===== src/rtl/multicycle_control_fsm.sv =====
// Multi-cycle main controller for the 16-bit CPU.
// Sequences FETCH/DECODE/EXEC/MEM/WB; outputs decode from state, latched opcode and live inputs.
module multicycle_control_fsm #(
  parameter int WAIT_LIMIT = 15
) (
  input  logic       Clock,
  input  logic       Reset,
  input  logic [3:0] OPCode,
  input  logic       Zero,
  input  logic       MemReady,
  output logic [1:0] ALUOp,
  output logic       ALUSrcA,
  output logic [1:0] ALUSrcB,
  output logic [1:0] PCSrc,
  output logic       PCWrite,
  output logic       IRWrite,
  output logic       MemRead,
  output logic       MemWrite,
  output logic       RegWrite,
  output logic       RegDst,
  output logic       MemToReg,
  output logic       InstrDone,
  output logic       IllegalOp,
  output logic       MemTimeout,
  output logic [2:0] State
);

  typedef enum logic [2:0] {
    ST_FETCH  = 3'd0,
    ST_DECODE = 3'd1,
    ST_EXEC   = 3'd2,
    ST_MEM    = 3'd3,
    ST_WB     = 3'd4
  } state_t;

  localparam logic [3:0] OP_RLOG = 4'b0000;
  localparam logic [3:0] OP_RARI = 4'b0001;
  localparam logic [3:0] OP_RSHF = 4'b0010;
  localparam logic [3:0] OP_ADDI = 4'b0100;
  localparam logic [3:0] OP_SUBI = 4'b0101;
  localparam logic [3:0] OP_LW   = 4'b0110;
  localparam logic [3:0] OP_SW   = 4'b0111;
  localparam logic [3:0] OP_BEQ  = 4'b1000;
  localparam logic [3:0] OP_BNE  = 4'b1001;
  localparam logic [3:0] OP_J    = 4'b1010;
  localparam logic [3:0] OP_SLTI = 4'b1011;

  localparam logic [1:0] ALU_ADD   = 2'b00;
  localparam logic [1:0] ALU_SUB   = 2'b01;
  localparam logic [1:0] ALU_FUNCT = 2'b10;
  localparam logic [1:0] ALU_SLT   = 2'b11;

  localparam logic [1:0] SRCB_REG    = 2'b00;
  localparam logic [1:0] SRCB_TWO    = 2'b01;
  localparam logic [1:0] SRCB_IMM    = 2'b10;
  localparam logic [1:0] SRCB_IMM_SH = 2'b11;

  localparam logic [1:0] PC_ALU    = 2'b00;
  localparam logic [1:0] PC_BRANCH = 2'b01;
  localparam logic [1:0] PC_JUMP   = 2'b10;

  localparam logic [7:0] WAIT_LIM = 8'(WAIT_LIMIT);

  state_t     state_reg, state_next;
  logic [3:0] op_reg, op_next;
  logic [7:0] wait_cnt_reg, wait_cnt_next;
  logic       timeout_reg, timeout_next;
  logic       waiting;

  function automatic logic is_rtype(input logic [3:0] op);
    return (op == OP_RLOG) || (op == OP_RARI) || (op == OP_RSHF);
  endfunction

  function automatic logic is_legal(input logic [3:0] op);
    return is_rtype(op) || ((op >= OP_ADDI) && (op <= OP_SLTI));
  endfunction

  // Only FETCH and MEM wait on memory; any other state (or a completed access) clears the count.
  always_comb begin
    waiting       = ((state_reg == ST_FETCH) || (state_reg == ST_MEM)) && !MemReady;
    wait_cnt_next = 8'd0;
    if (waiting) begin
      wait_cnt_next = (wait_cnt_reg == WAIT_LIM) ? WAIT_LIM : wait_cnt_reg + 8'd1;
    end
    timeout_next = timeout_reg || (wait_cnt_next == WAIT_LIM);
  end

  always_comb begin
    state_next = state_reg;
    op_next    = op_reg;
    ALUOp      = ALU_ADD;
    ALUSrcA    = 1'b0;
    ALUSrcB    = SRCB_REG;
    PCSrc      = PC_ALU;
    PCWrite    = 1'b0;
    IRWrite    = 1'b0;
    MemRead    = 1'b0;
    MemWrite   = 1'b0;
    RegWrite   = 1'b0;
    RegDst     = 1'b0;
    MemToReg   = 1'b0;
    InstrDone  = 1'b0;
    IllegalOp  = 1'b0;

    case (state_reg)
      ST_FETCH: begin
        MemRead = 1'b1;
        ALUSrcB = SRCB_TWO;
        IRWrite = MemReady;
        PCWrite = MemReady;
        if (MemReady) state_next = ST_DECODE;
      end

      ST_DECODE: begin
        op_next = OPCode;
        ALUSrcB = SRCB_IMM_SH;
        if (OPCode == OP_J) begin
          PCSrc      = PC_JUMP;
          PCWrite    = 1'b1;
          InstrDone  = 1'b1;
          state_next = ST_FETCH;
        end else if (!is_legal(OPCode)) begin
          IllegalOp  = 1'b1;
          state_next = ST_FETCH;
        end else begin
          state_next = ST_EXEC;
        end
      end

      ST_EXEC: begin
        ALUSrcA = 1'b1;
        case (op_reg)
          OP_RLOG, OP_RARI, OP_RSHF: begin
            ALUSrcB    = SRCB_REG;
            ALUOp      = ALU_FUNCT;
            state_next = ST_WB;
          end
          OP_ADDI: begin
            ALUSrcB    = SRCB_IMM;
            state_next = ST_WB;
          end
          OP_LW, OP_SW: begin
            ALUSrcB    = SRCB_IMM;
            state_next = ST_MEM;
          end
          OP_SUBI: begin
            ALUSrcB    = SRCB_IMM;
            ALUOp      = ALU_SUB;
            state_next = ST_WB;
          end
          OP_SLTI: begin
            ALUSrcB    = SRCB_IMM;
            ALUOp      = ALU_SLT;
            state_next = ST_WB;
          end
          OP_BEQ, OP_BNE: begin
            ALUSrcB    = SRCB_REG;
            ALUOp      = ALU_SUB;
            PCSrc      = PC_BRANCH;
            PCWrite    = (op_reg == OP_BEQ) ? Zero : !Zero;
            InstrDone  = 1'b1;
            state_next = ST_FETCH;
          end
          default: state_next = ST_FETCH;
        endcase
      end

      ST_MEM: begin
        MemRead  = (op_reg == OP_LW);
        MemWrite = (op_reg == OP_SW);
        if (MemReady) begin
          if (op_reg == OP_LW) begin
            state_next = ST_WB;
          end else begin
            InstrDone  = 1'b1;
            state_next = ST_FETCH;
          end
        end
      end

      ST_WB: begin
        RegWrite   = 1'b1;
        MemToReg   = (op_reg == OP_LW);
        RegDst     = is_rtype(op_reg);
        InstrDone  = 1'b1;
        state_next = ST_FETCH;
      end

      default: state_next = ST_FETCH;
    endcase
  end

  always_ff @(posedge Clock) begin
    if (Reset) begin
      state_reg    <= ST_FETCH;
      op_reg       <= 4'd0;
      wait_cnt_reg <= 8'd0;
      timeout_reg  <= 1'b0;
    end else begin
      state_reg    <= state_next;
      op_reg       <= op_next;
      wait_cnt_reg <= wait_cnt_next;
      timeout_reg  <= timeout_next;
    end
  end

  assign MemTimeout = timeout_reg;
  assign State      = state_reg;

endmodule


===== config.mk =====
export PLATFORM = sky130hd
export DESIGN_NAME = multicycle_control_fsm
export DESIGN_NICKNAME = d
export VERILOG_FILES = /design/src/rtl/multicycle_control_fsm.sv
export SDC_FILE = /design/constraint.sdc
export NUM_CORES = 1
export LEC_CHECK = 0
export ABC_CLOCK_PERIOD_IN_PS = 2200
export CAP_MARGIN = 25
export CORE_ASPECT_RATIO = 1.2
export CORE_MARGIN = 1
export CORE_UTILIZATION = 48
export CTS_CLUSTER_DIAMETER = 200
export CTS_CLUSTER_SIZE = 8
export DETAILED_ROUTE_END_ITERATION = 8
export GPL_ROUTABILITY_DRIVEN = 0
export GPL_TIMING_DRIVEN = 0
export PLACE_DENSITY = 0.82
export RECOVER_POWER = 25
export SKIP_LAST_GASP = 1
export SYNTH_ARGS = -nofsm -noshare
export SYNTH_HDL_FRONTEND = slang
export SYNTH_SLANG_ARGS = --single-unit

===== constraint.sdc =====
create_clock -name Clock -period 2.2 [get_ports Clock]
set_clock_uncertainty 0.15 [all_clocks]
set_input_delay 0.44 -clock Clock [delete_from_list [all_inputs] [get_ports Clock]]
set_output_delay 0.44 -clock Clock [all_outputs]
set_load 0.02 [all_outputs]

==> results_dict.tcl, run 1 <==
set metrics [dict create \
    critPathMaxStageDelay_ns 0.41 \
    largest_reg_flops 8 \
    endpoint_kind "output port" \
    fillers 172 \
    max_freq_ghz 0.4414 \
    ios 28 \
    synth.distinct_cells 46 \
    finalWorstSetupSlack_ns -0.06549 \
    cp_cell_sequence "buf_6 -> or3b_4 -> nor3_4 -> a211o_1 -> buf_6" \
    die_w_um 45.22 \
    p_leak_nw 0.6411 \
    cts_hold_buf 0 \
    setup_violations 2 \
    critPathMaxFanout 6 \
    ant_nets 0 \
    worst_setup_path_start_kind "flip-flop" \
    total_power_mw 0.6809 \
    setup_tns_ns -0.1128 \
    dp_cells 194 \
    grt_pass1_wl_mm 4.478 \
    grtUsageTotal_pct 25.50 \
    slowest_stage "or3b_4" \
    detail_route.wl_per_cell_um 13.64 \
    core_area_mm2 0.002095 \
    synth_seq_area_share_pct 29.77 \
    insertion_delay_ns 0.29 \
    synth_edf_count 0 \
    critical-path-top-delay-family "simple AND/OR/NAND/NOR gates" \
    fin_util_pct 72.10 \
    dieHeight_um 53.87 \
    rsz0062_at_grt "true" \
    r2r-start "State[0]" \
    worst_pin_slew_ns 0.3553 \
    syn_nets 149 \
    avgSynthCellArea_um2 7.797 \
    drv_cap 0 \
    via_per_inst 5.465 \
    crit_type "reg -> out" \
    wl_mm 2.756 \
    ir_drop_mv 0.5306 \
    grt_start_max_net_pins 11 \
    numClockSinks 16 \
    drc 0 \
    diodes 0 \
    portBuffers 26 \
    overflow 0 \
    cts_root_buf "clkbuf_4" \
    initial_core_util_pct 51.37 \
    synth_seq_cells 16 \
    status "finished, violations left" \
    hold_start "Reset" \
    power_per_cell_area_mw_per_mm2 450.9 \
    drive_above_1_share_pct 33.14 \
    hold_class "in -> reg" \
    nNetsFinal 184 \
    cp.required_ns 1.61 \
    netlist_area_mm2 0.001076 \
    vias 1104 \
    slew_headroom_pct 76.31 \
    antenna_found_initial 0 \
    slew_violations 0 \
    startpoint "State[0]" \
    violations "negative setup slack" \
    hold_viol 0 \
    cts_tree "done" \
    grt_pass1_vias 1024 \
    row_count 18 \
    drt_iter0_markers 12 \
    synth_warnings 0 \
    die_area_mm2 0.002436 \
    cp_common_cell "buf_6" \
    syn_inst 138 \
    synth_ff_type "dfxtp_1" \
    path_buf_inv 2 \
    dr.pass1.iters 4 \
    area_growth_pct 40.35 \
    fin_crit_ns 2.265 \
    final_cells 202 \
    fin_crit_sh_pct 103.0 \
    worstPathArrival_ns 1.68 \
    pre_cts_ws_ns -0.5511 \
    clockBufferDepth 2 \
    dp_hpwl_mm 1.996 \
    htreeDepth 1 \
    cts_buffers 3 \
    async_flop_share_pct 0 \
    clk_pin_slew_worst_paths_ns 0.09 \
]
[synth_stat cells (all sizes together) (3+ instances only)]
master	instances	area [um2]
nor2	18	75.07
dfxtp	16	320.3
a21oi	13	68.82
nand2	11	41.29
inv	8	30.03
nor3	8	56.31
clkbuf	7	26.28
xor2	5	43.79
buf	4	32.53
xnor2	4	35.03
ha	3	37.54
mux2i	3	30.03
nand2b	3	26.27
o21ai	3	15.01
[through the flow]
stage / area [um2] / hold slack (ns)
6_report: 1510 / 0.3355
5_1_grt: 1510 / 0.3533
4_1_cts: 1475 / 0.3312
3_3_place_gp: 1403 / 0.3243
3_5_place_dp: 1403 / 0.3436
2_1_floorplan: 1105 / 0.3041
[power by group]
part / switching (mW) / internal (mW) / leakage, nW
Clock: 0.0938 / 0.101 / 0.0210
Combinational: 0.0881 / 0.0820 / 0.487
Sequential: 0.0173 / 0.299 / 0.133
[what timing repair did]
| item | CTS | global route |
|---|---|---|
| setup endpoints to repair | 15 | 10 |
| pin swaps | 8 | 5 |
| resized for setup | 66 | 12 |
| cloned | 0 | 0 |
| setup buffers | 4 | 4 |
| hold endpoints to repair | 0 | 0 |
[cell usage in the layout (no fill, tap or decap), drive strengths merged, types with 2 or more instances in the layout]
cell and count:
xor2 5, a211oi 2, nand3 2, dlygate4sd2 5, nand2 11, inv 8, o211ai 2, mux2i 3
dfxtp 16, o21ai 3, clkbuf 11, nor4 2, or3b 2, nor2b 2, buf 18, clkdlybuf4s15 2
nand2b 3, nor2 18, ha 3, nand4 2, xnor2 4, or2 2, a21oi 13, clkdlybuf4s50 8
nor3 8, a31oi 2
[final timing paths]
kind         cells after the start  slack, ns          to
max reg2reg                      8       0.30  MemTimeout
max                              5      -0.07     PCWrite
min                              2       0.34   op_reg[2]
min reg2reg                      1       0.36  MemTimeout
[layer usage]
metal | vias to the layer above | track usage, % | routed length, um
met1 | 522 | 26.18 | 1051
met2 | 25 | 47.34 | 1518
met4 | 0 | 15.66 | 106
li1 | 545 | - | -
met5 | - | 0 | 0
met3 | 12 | 4.027 | 80
[final cells by class]
cell class / instances / area [um2] / area share [%]
Inverter: 8 / 30.03 / 1.988
Timing Repair Buffer: 34 / 285.3 / 18.89
Tap cell: 30 / 37.54 / 2.485
Buffer: 7 / 41.29 / 2.734
Clock buffer: 4 / 36.28 / 2.403
Multi-Input combinational cell: 103 / 748.2 / 49.54
Sequential cell: 16 / 331.6 / 21.96
[worst register-to-register path, cell delays in order, from the launching register on]
cell and delay, ns:
dfxtp_2 0.33, buf_6 0.12, buf_4 0.13, buf_4 0.13
xor2_1 0.16, or4_4 0.42, buf_6 0.15, a21oi_2 0.10
a32o_2 0.17
[cells by family after synthesis]
logic type               synth area share (%)
AND/OR/NAND/NOR                         30.82
flip-flops                              29.77
multiplexers                            2.791
buffers and inverters                   8.256
adder cells (fa/ha/maj)                 3.489
AO/OA/AOI/OAI                           17.56
XOR/XNOR                                7.325
Power figures use the tool's default switching activity.
==> inputs of run 2 (changes only) <==
SKIP_CTS_REPAIR_TIMING = 1   (was unset)
==> run 2 against run 1 <==
Compared with the run above:
- the run still ends with negative setup slack left
- cell count rose by 0.99%
- hold slack got worse by 0.0041 ns
- routed wire length fell by 0.29%
- fmax fell by 5.2%
- clock power barely moved
- setup slack got worse by 0.12 ns
- sequential share of layout area fell by 0.59 points
- power rose by 0.33%
- final area rose by 2.0%
- largest power group unchanged
- highest routed layer unchanged
==> results_dict.tcl, run 2 (synthesis results as in run 1) <==
set metrics [dict create \
    initial_core_util_pct 51.37 \
    dr.pass1.iters 6 \
    r2r_cells 8 \
    cp.required_ns 1.61 \
    hold_depth 2 \
    grtUsageTotal_pct 22.79 \
    final_common_cell "nor2_1" \
    via_per_inst 5.490 \
    wl_mm 2.748 \
    slew_violations 0 \
    cts_tree "done" \
    dp_hpwl_mm 1.996 \
    largest_reg_flops 8 \
    rsz0062_at_grt "true" \
    clk_pin_slew_worst_paths_ns 0.09 \
    drv_cap 0 \
    ir_drop_mv 0.5283 \
    critical-path-top-delay-family "simple AND/OR/NAND/NOR gates" \
    critPathMaxStageDelay_ns 0.37 \
    vias 1120 \
    worstPathArrival_ns 1.80 \
    clockBufferDepth 2 \
    hold_class "in -> reg" \
    fin_area_mm2 0.001540 \
    final_cell_mix "nor2_1 (15), buf_4 (11), a21oi_1 (11), nand2_1 (10), dfxtp_1 (9)" \
    slowest_stage "or3b_4" \
    detail_route.wl_per_cell_um 13.47 \
    fin_crit_sh_pct 108.6 \
    row_count 18 \
    nNetsFinal 186 \
    violations "negative setup slack" \
    grt_start_max_net_pins 10 \
    hold_viol 0 \
    max_freq_ghz 0.4184 \
    cts_buffers 3 \
    finalWorstSetupSlack_ns -0.1899 \
    area_growth_pct 43.14 \
    grt_pass1_vias 980 \
    overflow 0 \
    pre_cts_ws_ns -0.5511 \
    grt_pass1_wl_mm 4.043 \
    drt_iter0_markers 19 \
    worst_pin_slew_ns 0.3407 \
    antenna_found_initial 0 \
    cts_root_buf "clkbuf_4" \
    worst_setup_path_start_kind "flip-flop" \
    p_leak_nw 0.7186 \
    crit_type "reg -> out" \
    drive_above_1_share_pct 32.76 \
    diodes 0 \
    cp_cell_sequence "buf_4 -> or3b_4 -> buf_6 -> nor3_4 -> nor2_1 -> nand3_2 -> clkbuf_2" \
    endpoint_kind "output port" \
    fin_crit_ns 2.390 \
    crit_cells 7 \
    core_area_mm2 0.002095 \
    ios 28 \
    place_area_mm2 0.001403 \
    dieHeight_um 53.87 \
    critPathMaxFanout 9 \
    slew_headroom_pct 77.08 \
    die_w_um 45.22 \
    status "finished, violations left" \
    fillers 167 \
    setup_violations 4 \
    path_buf_inv 3 \
    portBuffers 26 \
    htreeDepth 1 \
    drc 0 \
    ant_nets 0 \
    die_area_mm2 0.002436 \
    insertion_delay_ns 0.29 \
    numClockSinks 16 \
    power_per_cell_area_mw_per_mm2 443.6 \
]
## run 2: worst paths after layout
check                                start          to  slack [ns]
worst max register to register    State[0]  MemTimeout        0.28
worst min register to register  MemTimeout  MemTimeout        0.36
worst min-delay path                 Reset   op_reg[2]        0.33
worst max-delay path              State[1]   InstrDone       -0.19
## run 2: area by class of cell
type	count	area [um2]	share of cell area, %
sequential	16	329.1	21.36
timing repair buffer	34	306.5	19.90
buffer	9	60.06	3.899
clock buffer	4	36.28	2.356
inverter	8	30.03	1.950
multi-input combinational	103	740.7	48.09
tap	30	37.54	2.437
## run 2: per-layer routing
layer | global-route usage (%) | up-vias | wire (um)
met4 | 12.63 | 0 | 57
met1 | 24.74 | 532 | 1079
li1 | - | 553 | -
met5 | 0 | - | 0
met2 | 41.79 | 27 | 1547
met3 | 3.020 | 8 | 64
## run 2: report_power, final
part           internal (mW)  switching [mW]  total [mW]  leakage (nW)
logic                 0.0857          0.0896       0.175         0.565
registers              0.300          0.0155       0.315         0.133
clock network          0.101          0.0919       0.193        0.0210
total                  0.486           0.197       0.683         0.719
## run 2: per-stage QoR
stage,utilization (%),TNS [ns],hold WS (ns),cells,power [mW]
global route,73.54,-0.6298,0.3438,204,0.7196
finish,73.54,-0.3992,0.3315,204,0.6832
CTS,68.70,-6.732,0.3313,198,0.6629
global placement,66.97,-2.874,0.3243,194,0.4656
detailed placement,66.97,-3.147,0.3436,194,0.4692
floorplan,-,0,0.3041,138,0.4110
==> patch 1 (config.mk and constraints of run 2) <==
Reset style: asynchronous (`Reset`), changed in one clocked block.
--- a/src/rtl/multicycle_control_fsm.sv
+++ b/src/rtl/multicycle_control_fsm.sv
@@ -192,3 +192,3 @@
 
-  always_ff @(posedge Clock) begin
+  always_ff @(posedge Clock or posedge Reset) begin
     if (Reset) begin
Formal check against the unedited RTL: differs if Reset is asserted again (counterexample within 4 cycles, from zero or initial values and one cycle with Reset high); with Reset held inactive, the same outputs for 10 cycles.
==> patch 1 against run 2 <==
  * The run still ends with negative setup slack left
  * Synthesized area fell by 2.2%
  * Critical path type unchanged
  * Die area down 2.1%
  * Sequential cell count is the same
  * Setup slack worse by 0.10 ns
  * Routed wire length decreased by 6.1%
  * Largest cell class unchanged
  * Cell area shrank 2.8%
Power is not compared: it rests on default switching activity, and its combinational part moved more than twofold at a synthesized area within 25%.
==> patch 1: results (changes against run 2) <==
status: "finished, violations left"
violations: "negative setup slack"
drtIter0Drc: 9  # -10
arrival_ns: 1.90  # +0.10 ns
via_per_inst: 5.49  # about the same
antenna_found_initial: 0  # unchanged
nNetsFinal: 170  # -8.6%
r2r_start: "wait_cnt_reg[0]$_DFF_PP0_"
synth_edf_count: 0  # unchanged
setup_viol: 2  # -2
clockRootBuffer: "clkbuf_4"
routed_wl_mm: 2.58  # -6.1%
path_clk_slew_ns: 0.09  # about the same
ff2ff_path_depth: 4  # -4
fillCellCount: 163  # -2.4%
fin_ws_ns: -0.291  # -0.101 ns
synthTopCellsByCount: "dfrtp_1, nor2_1, a21oi_1, nand2_1, inv_1"
cts_max_level: 1  # unchanged
yosysSeqAreaShare: 0.380  # +0.0828
slew_headroom: 0.613  # -0.158
dpl.hpwl_mm: 1.83  # -8.2%
grt_pass1_vias: 906  # -7.6%
largest_reg_flops: 8  # unchanged
hold_path_end: "MemTimeout$_DFF_PP0_"
n_antenna_cell: 0  # unchanged
grt_pass1_wl_mm: 3.68  # -8.9%
reg2reg_to: "wait_cnt_reg[0]$_DFF_PP0_"
cts_buffer_depth: 2  # unchanged
synthTopCellsByArea: "dfrtp_1, nor2_1, a21oi_1"
synth_nets: 135  # -9.4%
rrSetupSlack_ns: 0.50  # +0.22 ns
hp-class: "flip-flop to flip-flop"
insertion_delay_ns: 0.29  # about the same
synth.distinct_cells: 46  # unchanged
crit_fanout: 9  # unchanged
cts_inserted_buffers: 3  # unchanged
ys_async_sr_fraction: 1.00  # +1.00
cap_violations: 0  # unchanged
place_ws_ns: -0.814  # -0.263 ns
grt_max_degree: 17  # +7
hold_start: "MemTimeout$_DFF_PP0_"
drive_above_1_share: 0.259  # -0.0681
ir_drop_mv: 0.810
track_usage: 0.209  # -0.0192
p_leak_nw: 0.790
yosysWarnings: 0  # unchanged
dr.pass1.iters: 4  # -2
io_buffers: 27  # +3.8%
min_delay_path_depth: 2  # unchanged
-- patch 1: cells by family after synthesis --
group,Yosys count,synth area share
flip-flops,16,0.380
AO/OA/AOI/OAI,30,0.180
AND/OR/NAND/NOR,58,0.306
adder cells (fa/ha/maj),3,0.0357
XOR/XNOR,4,0.0333
buffers and inverters,11,0.0440
multiplexers,2,0.0214
-- patch 1: through the flow --
step                      hold slack, ns  cells  area [um2]  TNS (ns)
after global routing               0.364    188        1500    -0.435
after floorplan                    0.204    124        1070  -0.00282
final                              0.327    188        1500    -0.310
after detailed placement           0.307    181        1380     -3.20
after global placement             0.300    181        1380     -2.89
after CTS                          0.330    185        1420     -6.41
-- patch 1: routing by layer --
layer	track usage	vias up	part of all wire
li1	-	510	-
met1	0.246	504	0.43
met2	0.385	16	0.54
met3	0.0580	3	0.030
met4	0.0152	0	0.0031
met5	0	-	0
-- patch 1: worst max path at each step --
stage / startpoint / endpoint / slack (ns) / cells past startpoint
3_5_place_dp: OPCode[2] / InstrDone / -0.81 / 7
5_1_grt: op_reg[3]$_DFFE_PP0P_ / InstrDone / -0.34 / 6
2_1_floorplan: State[1]$_DFFE_PP0P_ / ALUOp[1] / -0.003 / 3
6_report: op_reg[3]$_DFFE_PP0P_ / InstrDone / -0.29 / 6
3_3_place_gp: OPCode[2] / InstrDone / -0.76 / 7
4_1_cts: OPCode[2] / InstrDone / -0.81 / 7
-- patch 1: worst max-delay path, stage by stage (launching register included) --
cell     delay, ns
dfrtp_1       0.37
buf_2         0.17
and2b_2       0.28
nand2_2       0.08
nand4_1       0.10
or4b_4        0.48
buf_6         0.15
-- patch 1: layout make-up --
type                       count  area, um2  area share
sequential                    16        404       0.270
timing repair buffer          30        294       0.196
multi-input combinational     97        679       0.454
clock buffer                   4       36.3      0.0242
buffer                         2       12.5     0.00835
inverter                       9       33.8      0.0226
tap                           30       37.5      0.0251
-- patch 1: report_power, final --
part	internal [mW]	leakage (nW)	switching, mW	total (mW)
clock network	0.101	0.0210	0.0943	0.195
logic	0.438	0.567	0.572	1.01
registers	0.373	0.202	0.122	0.495
total	0.911	0.790	0.789	1.70
==> patch 2 (config.mk and constraints of run 2) <==
Without the edit above. The parameter `WAIT_LIMIT` goes from 15 to 11.
--- a/src/rtl/multicycle_control_fsm.sv
+++ b/src/rtl/multicycle_control_fsm.sv
@@ -3,3 +3,3 @@
 module multicycle_control_fsm #(
-  parameter int WAIT_LIMIT = 15
+  parameter int WAIT_LIMIT = 11
 ) (
Check against the original RTL: no difference found for any inputs over 10 cycles, from zero or initial values and one cycle with Reset high; that may be too few to reach the edited logic, so the function may still have changed.
==> patch 2 against run 2 <==
  * The run still ends with negative setup slack left
  * Cell area fell by 7.6%
  * Worst hold slack got worse by 0.042 ns
  * Fmax barely moved
  * Routed wire length rose by 0.18%
  * Core utilization fell by 4.1 points
  * Sequential cell count did not move
  * Total power fell by 7.0%
  * Critical path depth fell by 2
  * Synthesized area fell by 4.1%
  * Setup slack barely moved
  * Critical path type unchanged
==> patch 2: results (changes against run 2) <==
status: "finished, violations left"
violations: "negative setup slack"
dpl.hpwl_mm: 2.01  # +0.65%
dr.pass1.iters: 4  # -2
cts_buffer_depth: 2  # unchanged
n_antenna_cell: 0  # unchanged
synthTopCellsByArea: "dfxtp_1, nor2_1, xnor2_1"
nNetsFinal: 175  # -5.9%
finalSetupTns_ns: -0.381  # +0.0177 ns
fin_ws_ns: -0.190  # -0.000210 ns
min_delay_path_depth: 3  # +1
path_clk_slew_ns: 0.10
wl_per_cell_um: 14.3  # +5.9%
ff2ff_path_depth: 5  # -3
synth_nets: 142  # -4.7%
insertion_delay_ns: 0.29  # about the same
ys.flop_type: "dfxtp_1"
clockRootBuffer: "clkbuf_4"
fin_hold_ws_ns: 0.290  # -0.0416 ns
slew_headroom: 0.751  # -0.0197
hold_start: "OPCode[2]"
drtIter0Drc: 17  # -2
cts_max_level: 1  # unchanged
fillCellCount: 181  # +8.4%
hold_violations: 0  # unchanged
ir_drop_mv: 0.308  # -42%
arrival_ns: 1.80  # about the same
critPathLaunch: "op_reg[3]$_SDFFE_PP0P_"
grt_max_degree: 11  # +1
yosysWarnings: 0  # unchanged
track_usage: 0.254  # +0.0260
hp-class: "primary input to flip-flop"
cts_inserted_buffers: 3  # unchanged
rrSetupSlack_ns: 0.56  # +0.28 ns
largest_reg_flops: 8  # unchanged
antenna_found_initial: 0  # unchanged
via_per_inst: 5.60  # +1.9%
crit_fanout: 9  # unchanged
setup_viol: 3  # -1
synthTopCellsByCount: "dfxtp_1, nor2_1, nand2_1"
crit_path_end: "InstrDone"
grt_pass1_vias: 1026  # +4.7%
ys_async_sr_fraction: 0  # unchanged
r2r_start: "wait_cnt_reg[0]$_SDFF_PP0_"
drive_above_1_share: 0.196  # -0.131
io_buffers: 26  # unchanged
synth.distinct_cells: 44  # -4.3%
hold_path_end: "op_reg[2]$_SDFFE_PP0P_"
reg2reg_to: "MemTimeout$_SDFF_PP0_"
yosysSeqAreaShare: 0.310  # +0.0126
p_leak_nw: 0.708  # -1.5%
grt_pass1_wl_mm: 4.32  # +6.8%
-- patch 2: worst max-delay path, cell delays in order, from the launching register on --
cell and delay, ns:
dfxtp_1 0.40, and2b_1 0.29, nand2_1 0.08, and3_1 0.17, or4_4 0.42, buf_6 0.15
-- patch 2: per-stage QoR --
| step | utilization | worst slack, ns | std cells | cell area (um2) |
|---|---|---|---|---|
| detailed placement | 0.662 | -0.824 | 187 | 1360 |
| global placement | 0.662 | -0.797 | 187 | 1360 |
| global route | 0.695 | -0.266 | 193 | 1420 |
| finish | 0.695 | -0.190 | 193 | 1420 |
| floorplan | - | 0.00410 | 131 | 1060 |
| CTS | 0.679 | -0.824 | 191 | 1390 |
-- patch 2: cells by family after synthesis --
group | count (synthesis) | share of synthesized area
and+or+nand+nor | 60 | 0.315
DFF | 16 | 0.310
xor gates and xnor gates | 10 | 0.0848
AOI/OAI and AO/OA | 24 | 0.158
adders and majority gates | 3 | 0.0364
muxes | 3 | 0.0291
buffers and inverters | 15 | 0.0667
-- patch 2: cell type report --
type | instances | area share
Multi-Input combinational cell | 100 | 0.473
Timing Repair Buffer | 30 | 0.205
Tap cell | 30 | 0.0264
Buffer | 4 | 0.0105
Inverter | 9 | 0.0246
Clock buffer | 4 | 0.0255
Sequential cell | 16 | 0.236
-- patch 2: routing by layer --
| metal | global-route usage | up-vias | part of all wire |
|---|---|---|---|
| met5 | 0 | - | 0 |
| met4 | 0.116 | 0 | 0.020 |
| met3 | 0.0310 | 7 | 0.031 |
| met1 | 0.257 | 519 | 0.38 |
| li1 | - | 527 | - |
| met2 | 0.498 | 27 | 0.57 |
-- patch 2: report_power, final --
part	leakage [nW]	internal (mW)	switching, mW
combinational	0.554	0.0567	0.0686
sequential	0.133	0.296	0.0137
clock	0.0210	0.101	0.0996
